### src/rtl/axi_pkg.sv
// ---------------------------------------------------------------------------
// axi_pkg
// Shared AXI4 encodings and helpers for the burst read master.
//   BURST_INCR        ARBURST encoding for incrementing bursts
//   RESP_*            RRESP encodings
//   axi_rresp_t       RRESP field type
//   rd_state_t        read-master FSM state (also exported for debug)
//   size_of()         ARSIZE value for a given data bus width in bits
// ---------------------------------------------------------------------------
package axi_pkg;

    localparam logic [1:0] BURST_INCR  = 2'b01;

    localparam logic [1:0] RESP_OKAY   = 2'b00;
    localparam logic [1:0] RESP_EXOKAY = 2'b01;
    localparam logic [1:0] RESP_SLVERR = 2'b10;
    localparam logic [1:0] RESP_DECERR = 2'b11;

    typedef logic [1:0] axi_rresp_t;

    typedef enum logic [1:0] {
        ST_IDLE  = 2'd0,
        ST_ADDR  = 2'd1,
        ST_DATA  = 2'd2,
        ST_DRAIN = 2'd3
    } rd_state_t;

    // ARSIZE is log2 of the number of bytes per beat.
    function automatic logic [2:0] size_of(input int data_w);
        return 3'($clog2(data_w / 8));
    endfunction

endpackage

### src/rtl/axi_burst_read_master_if.sv
// ---------------------------------------------------------------------------
// axi_burst_read_master_if
// AXI4 read address (AR) and read data (R) channels.
//   master modport : drives AR*, RREADY; samples ARREADY, R*
//   slave modport  : mirror image
//
// Handshake semantics (both channels): a transfer happens on a rising clock
// edge where VALID and READY are both high. A source that raises VALID keeps
// VALID and its payload stable until that transfer; READY may change freely
// and may depend combinationally on VALID.
// ---------------------------------------------------------------------------
interface axi_burst_read_master_if #(
    parameter int ADDR_W = 32,
    parameter int DATA_W = 64,
    parameter int ID_W   = 4
);
    logic              ARVALID;
    logic              ARREADY;
    logic [ADDR_W-1:0] ARADDR;
    logic [7:0]        ARLEN;
    logic [2:0]        ARSIZE;
    logic [1:0]        ARBURST;
    logic [2:0]        ARPROT;
    logic [ID_W-1:0]   ARID;

    logic              RVALID;
    logic              RREADY;
    logic [DATA_W-1:0] RDATA;
    logic [1:0]        RRESP;
    logic              RLAST;
    logic [ID_W-1:0]   RID;

    modport master (
        output ARVALID, ARADDR, ARLEN, ARSIZE, ARBURST, ARPROT, ARID,
        input  ARREADY,
        input  RVALID, RDATA, RRESP, RLAST, RID,
        output RREADY
    );

    modport slave (
        input  ARVALID, ARADDR, ARLEN, ARSIZE, ARBURST, ARPROT, ARID,
        output ARREADY,
        output RVALID, RDATA, RRESP, RLAST, RID,
        input  RREADY
    );
endinterface

### src/rtl/rsp_pipe_reg.sv
// ---------------------------------------------------------------------------
// rsp_pipe_reg
// One-entry valid/ready register carrying data plus last/err flags.
//   clk, rst_n            clock, asynchronous active-low reset
//   i_valid/o_ready       upstream handshake
//   i_data/i_last/i_err   upstream payload
//   o_valid/i_ready       downstream handshake
//   o_data/o_last/o_err   registered payload, stable while stalled
// Upstream must only present i_valid when it intends the load to happen in
// the same cycle as o_ready; the register accepts a new entry when empty or
// when the current one is leaving, giving one transfer per cycle.
// ---------------------------------------------------------------------------
module rsp_pipe_reg #(
    parameter int W = 64
) (
    input  logic         clk,
    input  logic         rst_n,
    input  logic         i_valid,
    output logic         o_ready,
    input  logic [W-1:0] i_data,
    input  logic         i_last,
    input  logic         i_err,
    output logic         o_valid,
    input  logic         i_ready,
    output logic [W-1:0] o_data,
    output logic         o_last,
    output logic         o_err
);
    logic         r_valid;
    logic [W-1:0] r_data;
    logic         r_last;
    logic         r_err;

    assign o_ready = !r_valid || i_ready;

    always_ff @(posedge clk or negedge rst_n) begin
        if (!rst_n) begin
            r_valid <= 1'b0;
            r_data  <= '0;
            r_last  <= 1'b0;
            r_err   <= 1'b0;
        end else if (i_valid && o_ready) begin
            r_valid <= 1'b1;
            r_data  <= i_data;
            r_last  <= i_last;
            r_err   <= i_err;
        end else if (i_ready) begin
            r_valid <= 1'b0;
        end
    end

    assign o_valid = r_valid;
    assign o_data  = r_data;
    assign o_last  = r_last;
    assign o_err   = r_err;
endmodule

### src/rtl/axi_burst_read_master.sv
// ---------------------------------------------------------------------------
// axi_burst_read_master
// Turns one client read request into a single AXI4 INCR burst of
// 1..MAX_BEATS beats and returns the beats through a registered
// valid/ready stage with full backpressure. One burst outstanding.
//   ACLK, ARESETn          clock, asynchronous active-low reset
//   req_valid/req_ready    client request handshake
//   req_addr, req_len      start address, beats minus one
//   rsp_valid/rsp_ready    client beat handshake
//   rsp_data/last/err      beat payload; err only on the last beat
//   axi (master modport)   AXI4 AR and R channels
//   o_dbg_state            current FSM state
// ---------------------------------------------------------------------------
module axi_burst_read_master
    import axi_pkg::*;
#(
    parameter int ADDR_W    = 32,
    parameter int DATA_W    = 64,
    parameter int ID_W      = 4,
    parameter int AXI_ID    = 0,
    parameter int MAX_BEATS = 8
) (
    input  logic                         ACLK,
    input  logic                         ARESETn,
    input  logic                         req_valid,
    output logic                         req_ready,
    input  logic [ADDR_W-1:0]            req_addr,
    input  logic [$clog2(MAX_BEATS)-1:0] req_len,
    output logic                         rsp_valid,
    input  logic                         rsp_ready,
    output logic [DATA_W-1:0]            rsp_data,
    output logic                         rsp_last,
    output logic                         rsp_err,
    axi_burst_read_master_if.master      axi,
    output rd_state_t                    o_dbg_state
);
    localparam int LEN_W = $clog2(MAX_BEATS);
    // One extra bit so a count past len (missing RLAST) is representable.
    localparam int CNT_W = LEN_W + 1;
    localparam int BYTES = DATA_W / 8;
    localparam logic [ADDR_W-1:0] ADDR_MASK = ~ADDR_W'(BYTES - 1);

    rd_state_t        r_state;
    rd_state_t        w_state_nxt;
    logic             r_arvalid;
    logic [ADDR_W-1:0] r_addr;
    logic [LEN_W-1:0] r_len;
    logic [CNT_W-1:0] r_cnt;
    logic             r_err;

    logic             w_pipe_ready;
    logic             w_rbeat;
    logic             w_at_len;
    logic             w_beat_err;
    logic             w_err_total;

    // R channel -------------------------------------------------------------
    assign axi.RREADY  = (r_state == ST_DATA) && w_pipe_ready;
    assign w_rbeat     = axi.RVALID && axi.RREADY;
    assign w_at_len    = (r_cnt == {1'b0, r_len});
    assign w_beat_err  = (axi.RRESP != RESP_OKAY)
                       || (axi.RID != ID_W'(AXI_ID))
                       || (axi.RLAST && !w_at_len)
                       || (w_at_len && !axi.RLAST);
    assign w_err_total = r_err || w_beat_err;

    // FSM next state / request ready -------------------------------------
    always_comb begin
        w_state_nxt = r_state;
        req_ready   = 1'b0;
        case (r_state)
            ST_IDLE: begin
                req_ready = 1'b1;
                if (req_valid) w_state_nxt = ST_ADDR;
            end
            ST_ADDR: begin
                if (axi.ARREADY) w_state_nxt = ST_DATA;
            end
            ST_DATA: begin
                // The RLAST beat ends the burst regardless of the count.
                if (w_rbeat && axi.RLAST) w_state_nxt = ST_DRAIN;
            end
            ST_DRAIN: begin
                if (rsp_valid && rsp_ready) w_state_nxt = ST_IDLE;
            end
            default: w_state_nxt = ST_IDLE;
        endcase
    end

    always_ff @(posedge ACLK or negedge ARESETn) begin
        if (!ARESETn) begin
            r_state   <= ST_IDLE;
            r_arvalid <= 1'b0;
            r_addr    <= '0;
            r_len     <= '0;
            r_cnt     <= '0;
            r_err     <= 1'b0;
        end else begin
            r_state   <= w_state_nxt;
            r_arvalid <= (w_state_nxt == ST_ADDR);
            if (r_state == ST_IDLE && req_valid) begin
                r_addr <= req_addr;
                r_len  <= req_len;
                r_cnt  <= '0;
                r_err  <= 1'b0;
            end
            if (w_rbeat) begin
                r_err <= w_err_total;
                // Saturate so a runaway burst cannot wrap back onto len.
                if (r_cnt != '1) r_cnt <= r_cnt + CNT_W'(1);
            end
        end
    end

    // AR channel ------------------------------------------------------------
    assign axi.ARVALID = r_arvalid;
    assign axi.ARADDR  = r_addr & ADDR_MASK;
    assign axi.ARLEN   = 8'(r_len);
    assign axi.ARSIZE  = size_of(DATA_W);
    assign axi.ARBURST = BURST_INCR;
    assign axi.ARPROT  = 3'b000;
    assign axi.ARID    = ID_W'(AXI_ID);

    // Output stage: err is only meaningful on the RLAST beat.
    rsp_pipe_reg #(.W(DATA_W)) u_rsp_pipe (
        .clk     (ACLK),
        .rst_n   (ARESETn),
        .i_valid (w_rbeat),
        .o_ready (w_pipe_ready),
        .i_data  (axi.RDATA),
        .i_last  (axi.RLAST),
        .i_err   (axi.RLAST && w_err_total),
        .o_valid (rsp_valid),
        .i_ready (rsp_ready),
        .o_data  (rsp_data),
        .o_last  (rsp_last),
        .o_err   (rsp_err)
    );

    assign o_dbg_state = r_state;

`ifndef SYNTHESIS
    // Bursts must stay inside one 4 KB page; that is the client's job.
    logic [31:0] w_4k_end;
    assign w_4k_end = {20'b0, req_addr[11:0] & ~12'(BYTES - 1)}
                    + (32'(req_len) + 32'd1) * 32'(BYTES);
    always @(posedge ACLK) begin
        if (ARESETn && r_state == ST_IDLE && req_valid) begin
            assert (w_4k_end <= 32'd4096)
                else $error("axi_burst_read_master: burst crosses a 4 KB boundary");
        end
    end
`endif
endmodule

### src/flat_wrapper.sv
// flat-port wrapper written by rule: the top's interface ports become plain ports
module axi_burst_read_master_flat import axi_pkg::*;
#(
    parameter int ADDR_W    = 32,
    parameter int DATA_W    = 64,
    parameter int ID_W      = 4,
    parameter int AXI_ID    = 0,
    parameter int MAX_BEATS = 8
)
  (ACLK, ARESETn, req_valid, req_ready, req_addr, req_len, rsp_valid, rsp_ready, rsp_data, rsp_last, rsp_err, o_dbg_state, axi_ARVALID, axi_ARADDR, axi_ARLEN, axi_ARSIZE, axi_ARBURST, axi_ARPROT, axi_ARID, axi_ARREADY, axi_RVALID, axi_RDATA, axi_RRESP, axi_RLAST, axi_RID, axi_RREADY);
  axi_burst_read_master_if #(.ADDR_W(ADDR_W), .DATA_W(DATA_W), .ID_W(ID_W)) axi_i ();
  input  logic ACLK;
  input  logic ARESETn;
  input  logic req_valid;
  output logic req_ready;
  input  logic [ADDR_W-1:0] req_addr;
  input  logic [$clog2(MAX_BEATS)-1:0] req_len;
  output logic rsp_valid;
  input  logic rsp_ready;
  output logic [DATA_W-1:0] rsp_data;
  output logic rsp_last;
  output logic rsp_err;
  output rd_state_t o_dbg_state;
  output wire logic [$bits(axi_i.ARVALID)-1:0] axi_ARVALID;
  output wire logic [$bits(axi_i.ARADDR)-1:0] axi_ARADDR;
  output wire logic [$bits(axi_i.ARLEN)-1:0] axi_ARLEN;
  output wire logic [$bits(axi_i.ARSIZE)-1:0] axi_ARSIZE;
  output wire logic [$bits(axi_i.ARBURST)-1:0] axi_ARBURST;
  output wire logic [$bits(axi_i.ARPROT)-1:0] axi_ARPROT;
  output wire logic [$bits(axi_i.ARID)-1:0] axi_ARID;
  input wire logic [$bits(axi_i.ARREADY)-1:0] axi_ARREADY;
  input wire logic [$bits(axi_i.RVALID)-1:0] axi_RVALID;
  input wire logic [$bits(axi_i.RDATA)-1:0] axi_RDATA;
  input wire logic [$bits(axi_i.RRESP)-1:0] axi_RRESP;
  input wire logic [$bits(axi_i.RLAST)-1:0] axi_RLAST;
  input wire logic [$bits(axi_i.RID)-1:0] axi_RID;
  output wire logic [$bits(axi_i.RREADY)-1:0] axi_RREADY;
  assign axi_ARVALID = axi_i.ARVALID;
  assign axi_ARADDR = axi_i.ARADDR;
  assign axi_ARLEN = axi_i.ARLEN;
  assign axi_ARSIZE = axi_i.ARSIZE;
  assign axi_ARBURST = axi_i.ARBURST;
  assign axi_ARPROT = axi_i.ARPROT;
  assign axi_ARID = axi_i.ARID;
  assign axi_i.ARREADY = axi_ARREADY;
  assign axi_i.RVALID = axi_RVALID;
  assign axi_i.RDATA = axi_RDATA;
  assign axi_i.RRESP = axi_RRESP;
  assign axi_i.RLAST = axi_RLAST;
  assign axi_i.RID = axi_RID;
  assign axi_RREADY = axi_i.RREADY;
  axi_burst_read_master #(.ADDR_W(ADDR_W), .DATA_W(DATA_W), .ID_W(ID_W), .AXI_ID(AXI_ID), .MAX_BEATS(MAX_BEATS)) u_core (.ACLK(ACLK), .ARESETn(ARESETn), .req_valid(req_valid), .req_ready(req_ready), .req_addr(req_addr), .req_len(req_len), .rsp_valid(rsp_valid), .rsp_ready(rsp_ready), .rsp_data(rsp_data), .rsp_last(rsp_last), .rsp_err(rsp_err), .axi(axi_i), .o_dbg_state(o_dbg_state));
endmodule
### config.mk
export PLATFORM = sky130hd
export DESIGN_NAME = axi_burst_read_master_flat
export DESIGN_NICKNAME = d
export VERILOG_FILES = /design/src/rtl/axi_pkg.sv /design/src/rtl/axi_burst_read_master_if.sv /design/src/rtl/rsp_pipe_reg.sv /design/src/rtl/axi_burst_read_master.sv /design/src/flat_wrapper.sv
export SDC_FILE = /design/constraint.sdc
export NUM_CORES = 1
export LEC_CHECK = 0
export CORE_UTILIZATION = 40
export DETAILED_ROUTE_END_ITERATION = 8
export PLACE_DENSITY = 0.91
export SYNTH_ARGS = -nofsm -noshare
export SYNTH_HDL_FRONTEND = slang
export SYNTH_SLANG_ARGS = --single-unit
### constraint.sdc
create_clock -name ACLK -period 4.6 [get_ports ACLK]
set_input_delay 0.69 -clock ACLK [delete_from_list [all_inputs] [get_ports ACLK]]
set_output_delay 0.69 -clock ACLK [all_outputs]
set_load 0.01 [all_outputs]
* Word level (Yosys, flattened, before mapping)
Index checks and enable logic that the tools add are counted.
Storage, ports and cells: flip-flop bits (word level) 110, input port bits 112, output and inout bits 124
Operators by class: $add $sub $neg 1, eq/ne operators 6, multiplexer cells 13, reduce and logical (&&, ||, !) cells 22
Operators with widths (count):
- two-way mux 4 bit | 3
- logical AND 1 bit | 9
- two-way mux 2 bit | 4
- one-hot mux 2 bit (4 select lines) | 1
- nonzero test 2 bit | 3
- logical OR 1 bit | 5
- two-way mux 1 bit | 5
- adder 4 x 1 -> 4 bit (second input constant) | 1
- == test 2 x 1 -> 1 bit (second input constant) | 2
- == test 2 bit (second input constant) | 2
- == test 4 x 3 -> 1 bit | 1
- != test 4 bit (second input constant) | 1
- nonzero test 4 bit | 1
- zero test 1 bit | 3
- zero test 2 bit | 1

* Depth between registers and ports, before layout
word-level depth 8, depth in mapped cells 6, gate-level depth less buffers 4

* By module
Synthesis repeated with hierarchy kept, for this count alone.
Unflattened totals: cell total of the unflattened synthesis 356, area total of the unflattened synthesis 4586.9 um^2
By module, submodules not included:
- rsp_pipe_reg | times used 1, cells each 143, area an instance 2697.6 um^2
- axi_burst_read_master | times used 1, cells each 213, area an instance 1889.3 um^2

* Worst setup path before layout
OpenSTA, ideal clock, no wires.
path type input port to output port, start input port rsp_ready, end output port axi_RREADY, data arrival time 1072 ps, data required time 3910 ps, path slack 2838 ps, cell stages on the path 2, buffers on the path 0, cell sequence nand2b_1 -> and2_1
On the way: longest elaborated chain between the ends 2
RTL lines:
- start: declaration | RTL line flat_wrapper.sv:19 | input logic rsp_ready;
- logical OR 1 bit | RTL line rsp_pipe_reg.sv:34 | assign o_ready = !r_valid || i_ready;
- logical AND 1 bit | RTL line axi_burst_read_master.sv:58 | assign axi.RREADY = (r_state == ST_DATA) && w_pipe_ready;
- end: declaration | RTL line flat_wrapper.sv:37 | output wire logic [$bits(axi_i.RREADY)-1:0] axi_RREADY;
Every way passes these cells.

* Worst setup path after layout
Same ends and word-level chain as after synthesis.

==> results.json <==
{
  "outcome": "completed",
  "cts_max_path_buffers": 2,
  "regToRegEndpoint": "u_core.u_rsp_pipe.o_data[41]",
  "slew-limit-headroom_pct": 18.9,
  "yosys-top-cells-count": "dfrtp_1 (107), nand2_1 (107), mux2_2 (58)",
  "fp.dieW_um": 106,
  "final.setup.tns_ns": 0,
  "startpoint": "rsp_ready",
  "h-tree-depth": 3,
  "grt_pass1_wl_um": 16500,
  "setup_violations": 0,
  "antenna_found_initial": 0,
  "synth_cells": 358,
  "avgViaCountPerCell": 4.67,
  "portBuffers": 212,
  "clk_latency_ns": 0.36,
  "ctsHoldBuffers": 0,
  "async_reset_ff_share_pct": 100,
  "hpwl_um": 7730,
  "ys_ff_latch": 107,
  "synth_top_area_share_pct": 61.9,
  "synth-adder-area-share_pct": 0.289,
  "yosysUniqueCellTypes": 32,
  "seq_area_frac_synth_pct": 61.9,
  "reg2regPathDepth": 4,
  "muxShareOfSynthArea_pct": 17.5,
  "synth.area.top_cells": "dfrtp_1 (62%), mux2_2 (15%), nand2_1 (9.3%), buf_4 (3.5%), mux2_1 (1.6%)",
  "ant_nets": 0,
  "endpoint_kind": "primary output",
  "synth-simple-area-share_pct": 12.3,
  "start_util_pct": 41.5,
  "routed_wl_um": 10300,
  "synthFlopType": "dfrtp_1",
  "cts.sinks": 107,
  "boundaryPins": 236,
  "final_util_pct": 64.2,
  "crit_path_end": "axi_RREADY",
  "path_max_fanout": 5,
  "path_clk_slew_ns": 0.12,
  "critical_path.startpoint_type": "input pin",
  "yosysTopAreaCell": "dfrtp_1",
  "synth_xor_area_share_pct": 0.810,
  "hold_path.class": "input pin to async pin",
  "cts_tree": "done",
  "drive_gt1_share_pct": 14.2,
  "antenna_cells": 0,
  "finalNetCount": 679,
  "r2r_slack_ns": 2.26,
  "gp_congestion": 0.764,
  "crit_type": "input pin to primary output",
  "areaGrowthSynthToFinish_pct": 54.6,
  "rsz0062_at_grt": "false",
  "avgRoutedWirePerCell_um": 14.5,
  "cts_root_buf": "clkbuf_8",
  "finalHoldViolCount": 0,
  "finalClockSkew_ns": 0.0154,
  "row_count": 37,
  "overflow": 0,
  "drc": 0,
  "fmax_mhz": 348,
  "drt-initial-drc-count": 94,
  "cts_resized": 0,
  "fill_cells": 768,
  "synth_edf_count": 0,
  "num_vias": 3299,
  "syn_avg_cell_area_um2": 12.1,
  "maxCapViolCount": 0,
  "tightest_slew_ns": 1.21,
  "vdd_drop_max_uv": 286,
  "maxSlewViolCount": 0,
  "pwr_density_cell_nw_per_um2": 646,
  "cp.arrival_ns": 2.18,
  "period_needed_ns": 2.87,
  "grt_max_degree": 79,
  "crit_required_ns": 3.91,
  "leakage_nw": 2.98,
  "dieArea_um2": 11200,
  "core_area_um2": 10400,
  "reg2reg_from": "u_core.o_dbg_state[0]",
  "min_period_over_period_pct": 62.4,
  "grt_pass1_vias": 3506,
  "synth_top_family_by_area": "multiplexers",
  "cts_setup_buffers": 0,
  "syn_area_um2": 4320,
  "first_pass_iters": 4,
  "yosys_warnings": 0,
  "cts_buffers": 9,
  "die_y_um": 106,
  "synth_compound_area_share_pct": 1.65,
  "grt_usage_pct": 18.7
}
-- per-layer routing --
layer  vias up  wire (um)  track usage [%]
met5         -          0                0
met4         0        238             7.04
met3        20        786             5.21
met2       152       5110             31.9
met1      1578       4150             22.6
li1       1549          -                -
-- worst min path at each step --
| stage | to | startpoint | depth (start not counted) | slack [ns] |
|---|---|---|---|---|
| finish | u_core.u_rsp_pipe.o_data[26] | ARESETn | 1 | 0.46 |
| global route | u_core.r_addr[17] | u_core.r_addr[17] | 2 | 0.51 |
| CTS | u_core.u_rsp_pipe.o_data[26] | ARESETn | 1 | 0.49 |
| detailed placement | u_core.r_addr[30] | u_core.r_addr[30] | 2 | 0.46 |
| global placement | u_core.r_addr[16] | u_core.r_addr[16] | 2 | 0.46 |
| floorplan | u_core.axi.ARVALID | ARESETn | 0 | 0.39 |
-- sequential cells by signal, indices dropped and copies added, names as in the netlist, 2 cells and up --
| name | flops |
|---|---|
| u_core.u_rsp_pipe.o_data | 64 |
| u_core.o_dbg_state | 2 |
| u_core.r_len | 3 |
| u_core.r_cnt | 4 |
| u_core.r_addr | 29 |
-- logic make-up (layout without fill, tap and decap cells) --
logic type | after synthesis | after routing
buffers and inverters | 37 | 232
adder cells (fa/ha/maj) | 1 | 1
multiplexers | 67 | 67
flip-flops | 107 | 107
XOR/XNOR | 4 | 4
AND/OR/NAND/NOR | 128 | 128
other | 2 | 20
AO/OA/AOI/OAI | 12 | 12
-- worst max-delay path, cell delays in order --
cell and delay (ns):
clkdlybuf4s50_1 0.50, nand2b_1 0.21, and2_1 0.21, clkdlybuf4s50_1 0.57
-- placed cells by master, fill, tap and decap left out, types with 4 or more instances in the layout --
| cell type | instances |
|---|---|
| nand2_1 | 107 |
| clkbuf_8 | 9 |
| clkdlybuf4s50_1 | 211 |
| dfrtp_1 | 107 |
| mux2_1 | 6 |
| nand3_1 | 5 |
| mux2_2 | 58 |
| o21ai_0 | 4 |
| conb_1 | 20 |
-- metrics by stage --
stage	total power, W	area, um^2	instances	hold WS, ns	worst slack (ns)
after floorplan	0.00259	4390	376	0.394	2.84
after global placement	0.00367	6470	691	0.457	1.63
after detailed placement	0.00377	6470	691	0.462	1.58
after CTS	0.00437	6680	707	0.487	1.74
after global routing	0.00460	6680	707	0.515	1.67
final	0.00432	6680	707	0.464	1.73
-- power breakdown --
part | internal, W | switching (W)
clock | 0.000263 | 0.000335
sequential | 0.00140 | 0.000276
combinational | 0.00124 | 0.000807
-- layout make-up --
class / instances / area (um^2) / share of cell area, %
Tap cell: 136 / 170 / 2.55
Sequential cell: 107 / 2680 / 40.1
Multi-Input combinational cell: 232 / 1480 / 22.2
Inverter: 2 / 7.51 / 0.112
Clock buffer: 9 / 124 / 1.85
Timing Repair Buffer: 214 / 2130 / 31.9
Clock inverter: 7 / 86.3 / 1.29
Note: power is estimated with default switching activity, not from simulation.
